`src/rtl/calc_seq_unit.sv`:
```
// Clocked add/sub/mul/div unit: add/sub/mul/div-by-zero answer 1 cycle after accept, divide W+1 cycles.
// o_ready is high only in IDLE; requests offered while busy are dropped, and o_valid is a single unthrottled pulse.
module calc_seq_unit #(
    parameter int W = 6
) (
    input  logic             i_clk,
    input  logic             i_rst,
    input  logic             i_valid,
    output logic             o_ready,
    input  logic [1:0]       i_op,
    input  logic [W-1:0]     i_data1,
    input  logic [W-1:0]     i_data2,
    output logic             o_valid,
    output logic [2*W-1:0]   o_result,
    output logic [W-1:0]     o_rem,
    output logic             o_div_zero
);
    localparam int CNT_W = $clog2(W) + 1;

    typedef enum logic [1:0] {IDLE = 2'd0, DIV = 2'd1, DONE = 2'd2} state_t;

    state_t             state, state_nxt;
    logic [W-1:0]       dvd_q;    // dividend shifting out MSB-first, quotient shifting in
    logic [W-1:0]       dvs_q;
    logic [W-1:0]       part_q;
    logic [CNT_W-1:0]   cnt_q;
    logic [2*W-1:0]     res_q;
    logic [W-1:0]       rem_q;
    logic               dz_q;

    logic               accept;
    logic               div_zero_req;
    logic [W:0]         sum;
    logic [W:0]         diff;
    logic [2*W-1:0]     prod;
    logic [W:0]         trial;
    logic               q_bit;
    logic [W-1:0]       part_nxt;
    logic [W-1:0]       quo_nxt;

    assign accept       = i_valid && (state == IDLE);
    assign div_zero_req = (i_op == 2'd3) && (i_data2 == '0);

    assign sum  = {1'b0, i_data1} + {1'b0, i_data2};
    assign diff = {1'b0, i_data1} - {1'b0, i_data2};
    assign prod = (2*W)'(i_data1) * (2*W)'(i_data2);

    // Partial remainder stays below the divisor, so W+1 bits hold the trial and its sign.
    assign trial    = {part_q, dvd_q[W-1]} - {1'b0, dvs_q};
    assign q_bit    = ~trial[W];
    assign part_nxt = q_bit ? trial[W-1:0] : {part_q[W-2:0], dvd_q[W-1]};
    assign quo_nxt  = {dvd_q[W-2:0], q_bit};

    always_ff @(posedge i_clk) begin
        if (i_rst) state <= IDLE;
        else       state <= state_nxt;
    end

    always_comb begin
        state_nxt = state;
        case (state)
            IDLE: if (accept) state_nxt = (i_op == 2'd3 && !div_zero_req) ? DIV : DONE;
            DIV:  if (cnt_q == '0) state_nxt = DONE;
            DONE: state_nxt = IDLE;
            default: state_nxt = IDLE;
        endcase
    end

    always_comb begin
        o_ready = (state == IDLE);
        o_valid = (state == DONE);
    end

    always_ff @(posedge i_clk) begin
        if (i_rst) begin
            dvd_q  <= '0;
            dvs_q  <= '0;
            part_q <= '0;
            cnt_q  <= '0;
            res_q  <= '0;
            rem_q  <= '0;
            dz_q   <= 1'b0;
        end else begin
            case (state)
                IDLE: if (accept) begin
                    dvd_q  <= i_data1;
                    dvs_q  <= i_data2;
                    part_q <= '0;
                    cnt_q  <= CNT_W'(W - 1);
                    case (i_op)
                        2'd0: begin res_q <= {{(W-1){1'b0}}, sum};     rem_q <= '0; dz_q <= 1'b0; end
                        2'd1: begin res_q <= {{(W-1){diff[W]}}, diff}; rem_q <= '0; dz_q <= 1'b0; end
                        2'd2: begin res_q <= prod;                     rem_q <= '0; dz_q <= 1'b0; end
                        default: if (div_zero_req) begin
                            res_q <= {{W{1'b0}}, {W{1'b1}}};
                            rem_q <= i_data1;
                            dz_q  <= 1'b1;
                        end
                    endcase
                end
                DIV: begin
                    dvd_q  <= quo_nxt;
                    part_q <= part_nxt;
                    if (cnt_q == '0) begin
                        res_q <= {{W{1'b0}}, quo_nxt};
                        rem_q <= part_nxt;
                        dz_q  <= 1'b0;
                    end else begin
                        cnt_q <= cnt_q - 1'b1;
                    end
                end
                default: ;
            endcase
        end
    end

    assign o_result   = res_q;
    assign o_rem      = rem_q;
    assign o_div_zero = dz_q;

endmodule

```
`config.mk`:
```
export PLATFORM = sky130hd
export DESIGN_NAME = calc_seq_unit
export DESIGN_NICKNAME = d
export VERILOG_FILES = /design/src/rtl/calc_seq_unit.sv
export SDC_FILE = /design/constraint.sdc
export NUM_CORES = 1
export LEC_CHECK = 0
export ABC_AREA = 1
export BUFFER_PORTS_ARGS = -buffer_cell sky130_fd_sc_hd__buf_2
export CORE_MARGIN = 2
export CORE_UTILIZATION = 45
export CTS_CLUSTER_DIAMETER = 30
export DETAILED_ROUTE_END_ITERATION = 10
export PLACE_DENSITY = 0.72
export SLEW_MARGIN = 30
export SYNTH_ARGS = -nofsm -noshare
export SYNTH_HDL_FRONTEND = slang
export SYNTH_SLANG_ARGS = --single-unit
export TNS_END_PERCENT = 30
```
`constraint.sdc`:
```
create_clock -name i_clk -period 4.6 [get_ports i_clk]
set_input_delay 0.46 -clock i_clk [delete_from_list [all_inputs] [get_ports i_clk]]
set_output_delay 0.46 -clock i_clk [all_outputs]
set_load 0.01 [all_outputs]
```
Word level (Yosys, flattened, before mapping)
Cells that the tools add are included.
Operators by class
  add/subtract/negate cells: 4
  multiply operators: 1
  equal/unequal tests: 10
  multiplexer cells: 27
  bitwise operators: 1
  reduce and logical (&&, ||, !) cells: 16
Operators by type and width (number)
  $mux 6: 7
  $mux 12: 3
  $pmux 12 s3: 1
  $pmux 6 s2: 3
  $pmux 12 s2: 1
  $mul 6x6->12: 1
  $mux 4: 2
  $pmux 4 s2: 1
  $reduce_and 4->1: 2
  $add 6x6->7: 1
  $sub 6x6->7: 1
  $sub 7x6->7: 1
  $eq 2x2->1 const B: 3
  $logic_not 6->1: 1
  $mux 2: 3
  $reduce_and 2->1: 3
  $ne 5x1->1 const B: 1
  $eq 2x1->1 const B: 2
  $logic_not 2->1: 2
  $logic_not 4->1: 1
  $mux 1: 4
  $ne 2x2->1 const B: 2
  $pmux 2 s2: 1
  $sub 4x1->4 const B: 1
  9 further kinds: 11
Word-level totals
  flip-flop bits (word level): 43

Longest topological paths before layout
  depth in word-level cells: 7
  gate-level depth with buffers: 19
  depth with buffers taken out: 18

Least setup slack after synthesis
Ideal clock, no wire load.
  kind: input to register
  from: in i_data2[5]
  to: reg res_q[10] (netlist: o_result[10])
  arrival: 3301 ps
  setup slack: 1168 ps
  stages on the path: 17
  buffers on the path: 1
  path through: buf_2 nand2_1 fa_1 inv_1 fa_1 inv_1 fa_1 inv_1 ha_1 nand2_1 nand2_1 a21oi_1 nand3b_1 nand3_1 nand2_1 nand2_1 a21oi_2
Between the ends
  longest elaborated chain between the ends: 4
Ends and longest elaborated chain
  from (decl): RTL line 12  | input logic [W-1:0] i_data2,
  $mul 6x6->12, or another cell as far along: RTL line 46  | assign prod = (2*W)'(i_data1) * (2*W)'(i_data2);
  $pmux 12 s3 / $logic_and 1x1->1 (equally long branches): RTL line 90, 42
  $mux 12 / $ne 5x1->1 (equally long branches)
  $pmux 12 s2 / $reduce_and 4->1 (equally long branches)
  to (signal assigned): RTL line 95  | res_q <= {{W{1'b0}}, {W{1'b1}}};
  to (signal assigned): RTL line 105  | res_q <= {{W{1'b0}}, quo_nxt};
  to (decl): RTL line 27  | logic [2*W-1:0] res_q;
Parallel ways exist; a longest one is shown, timed or not. The select of a mux whose other input is x is not followed.
A chain may end at the register's enable or synchronous reset.

Final worst setup path
  from: in i_data1[3]
  to: reg res_q[11] (netlist: o_result[11])
Between the ends
  longest elaborated chain between the ends: 4
Ends and longest elaborated chain
  from (decl): RTL line 11  | input logic [W-1:0] i_data1,
  $mul 6x6->12 / $sub 6x6->7 (equally long branches): RTL line 46, 45
  $pmux 12 s3 (*): RTL line 90  | case (i_op)
  $mux 12 (*): RTL line 85  | IDLE: if (accept) begin
  $pmux 12 s2 (*): RTL line 84  | case (state)
Every way passes the cells marked *; elsewhere a longest branch is shown, timed or not. The select of a mux whose other input is x is not followed.

==> results.yml <==
placed_design:
  place_hpwl_um: 8090
  gp_congestion: 0.913
  dp.cells: 729
  placed_area_mm2: 0.00431
  port_buffers: 37
global_routing:
  grt_pass1_wl_um: 17500
  grt_pass1_vias: 3840
  grt_max_degree: 28
  grt.overflow.total: 0
  grt_usage_pct: 21.6
  antenna_found_initial: 0
layout:
  antenna-diode-count: 0
  n_fill_cell: 879
  stdcell_count: 737
  drive_above_1_share_pct: 11.1
  final-seq-area_um2: 861
  postLayoutCellArea_mm2: 0.00444
  multiInputGateArea_mm2: 0.00269
  syn2layout_area_growth_pct: 9.24
  nets: 708
detailed_routing:
  vias: 3914
  wl_per_cell_um: 13.8
  drc: 0
  wirelength_um: 10200
  first_pass_iters: 5
  viasPerCell: 5.31
  ant_nets: 0
  drt_iter0_drc: 276
worst_setup_path:
  cp_top_family: "adder cells"
  end_kind: "flip-flop"
  startpoint_type: "input pin"
  critPathRequiredTime_ns: 4.83
  slowest_delay_ns: 0.56
  cp_max_fo: 9
  cp_num_cells: 17
  cp_common_cell: "nand2_1"
  arrival_ns: 3.85
  r2r_cells: 11
  critPathBufInv: 3
  crit_chain: "buf_2 > ha_1 > fa_1 > fa_1 > inv_1 > fa_1 > inv_1 > ha_1 > nand2_1 > nand3_1 > nand2_1 > nand2_1 > nand2_1 > nand3_1 > nand2_1 > nand2_1 > a21oi_2"
  slowest_stage: "fa_1"
  regToRegStartpoint: "dvd_q[5]"
  critical_path_class: "input pin to flip-flop"
  r2r-end: "part_q[5]"
  r2r_setup_slack_ns: 2.45
logic_synthesis:
  ys_ff_latch: 43
  synth-edff-count: 0
  ys.flop_type: "dfxtp_1"
  post_synth.cell_area_avg_um2: 6.77
  synth_area_leaders: "dfxtp_1 (21%), nand2_1 (15%), ha_1 (13%)"
  yosysWarnings: 0
  synthesis.instances: 600
  synth_nets: 680
  synthArstFlopShare_pct: 0
  netlist_area_mm2: 0.00406
  synth_top_area_cell: "dfxtp_1"
  ys_types: 39
  synth.most_common_cell: "nand2_1"
  ys_seq_area_share_pct: 21.2
  synth_common_cells: "nand2_1 (164), inv_1 (109), nand3_1 (49)"
  post-synth-top-area-fraction_pct: 21.2
floorplanning:
  die_width_um: 99.0
  initial_utilization_pct: 46.6
  rows: 34
  die_area_mm2: 0.00980
  pin_count: 38
  core_mm2: 0.00872
  die_h_um: 99.0
clock_network:
  post_cts_buffers: 0
  insertion_delay_ns: 0.30
  cts.sinks: 43
  cts_resized: 0
  cts_tree: "built"
  cts_buffer_depth: 2
  cts.clk_slew.worst_paths_ns: 0.09
  clockRootBuffer: "clkbuf_8"
  numCtsBuffers: 5
  cts_max_level: 2
  ctsHoldBuffers: 0
timing:
  setup_tns_ns: 0
  slew_headroom_pct: 60.6
  setup_viol: 0
  min_period_over_period_pct: 78.7
  slew_viol_final: 0
  hold_slack_ns: 0.467
  post-route-min-period_ns: 3.62
  max_freq_mhz: 276
  hold_viol_final: 0
  worst_pin_slew_ns: 0.592
  fin_skew_ns: 0.0105
  rsz0062_at_grt: "false"
run_status:
  status: "finished clean"
pwr:
  p_leak_nw: 2.37
  powerDensity_mw_per_mm2: 308
  vdd_drop_max_uv: 174
job:
  max-cap-violations: 0
min_path:
  min_to: "o_div_zero"
  hold_path_class: "flip-flop to flip-flop"
  hp-start: "o_div_zero"
  holdPathStages: 2
-- sequential cells by signal, summed over array words and instances, names as in the netlist --
register	flops
dvd_q	6
state	2
o_rem	6
o_div_zero	1
dvs_q	6
cnt_q	4
o_result	12
part_q	6
-- report_power, final --
group          total [mW]  internal [mW]  leakage (nW)  switching (mW)
registers           0.425          0.408         0.353          0.0179
logic               0.586          0.210          1.96           0.375
clock network       0.354          0.217        0.0654           0.137
-- layer usage --
metal,wire [um],up-vias,track usage (%)
met5,0,-,0
met3,512,21,3.55
met1,4730,1806,28.7
li1,-,1967,-
met4,256,0,6.22
met2,4710,120,36.1
-- logic make-up (layout without fill, tap and decap cells) --
logic type	count (synthesis)	in the layout	share of synthesized area, %
fa+ha+maj	63	63	23.1
simple gates	268	268	29.6
buf+inv	131	160	12.6
flops	43	43	21.2
compound gates	92	92	12.8
xor+xnor	3	3	0.647
-- cell type report --
cell class | instances | area share [%]
multi-input combinational | 426 | 60.6
clock buffer | 6 | 1.64
inverter | 115 | 9.81
timing repair buffer | 37 | 4.17
sequential | 43 | 19.4
tap | 108 | 3.04
clock inverter | 2 | 1.35
-- cell usage in the layout (no fill, tap or decap), types with 2 or more instances in the layout --
cell type  count
inv_1        109
o211ai_1       2
clkbuf_8       5
ha_1          43
buf_2         37
xnor2_1        2
inv_2          3
o21a_1         2
a21oi_1       48
o21ai_1        4
nor2_1        21
nand2_2        3
nand3_1       49
dfxtp_1       43
nand4_1       12
a21oi_2        6
fa_1          20
nand2_4        3
nor2_4         4
o21ai_0       18
nand3b_1       5
o21ai_2        2
a31oi_1        6
nand2_1      164
bufinv_16      2
nor3_1         2
-- per-stage QoR --
| stage | setup WS (ns) | power [mW] | util [%] |
|---|---|---|---|
| 5_1_grt | 0.765 | 1.47 | 50.9 |
| 6_report | 0.978 | 1.37 | 50.9 |
| 2_1_floorplan | 1.17 | 0.869 | - |
| 3_3_place_gp | 0.774 | 1.00 | 49.4 |
| 3_5_place_dp | 0.719 | 1.01 | 49.4 |
| 4_1_cts | 1.02 | 1.37 | 50.9 |
-- tightest hold or removal path, cell delays in order, from the launching register on --
cell and delay (ns):
dfxtp_1 0.32, nand2_1 0.06, a21oi_1 0.05
-- worst max path at each step --
stage	start	end	slack [ns]
floorplan	i_data2[5]	o_result[10]	1.17
global placement	i_data1[3]	o_result[11]	0.77
detailed placement	i_data1[3]	o_result[11]	0.72
CTS	i_data1[3]	o_result[11]	1.02
global route	i_data1[3]	o_result[11]	0.76
finish	i_data1[3]	o_result[11]	0.98
Power figures use the tool's default switching activity.
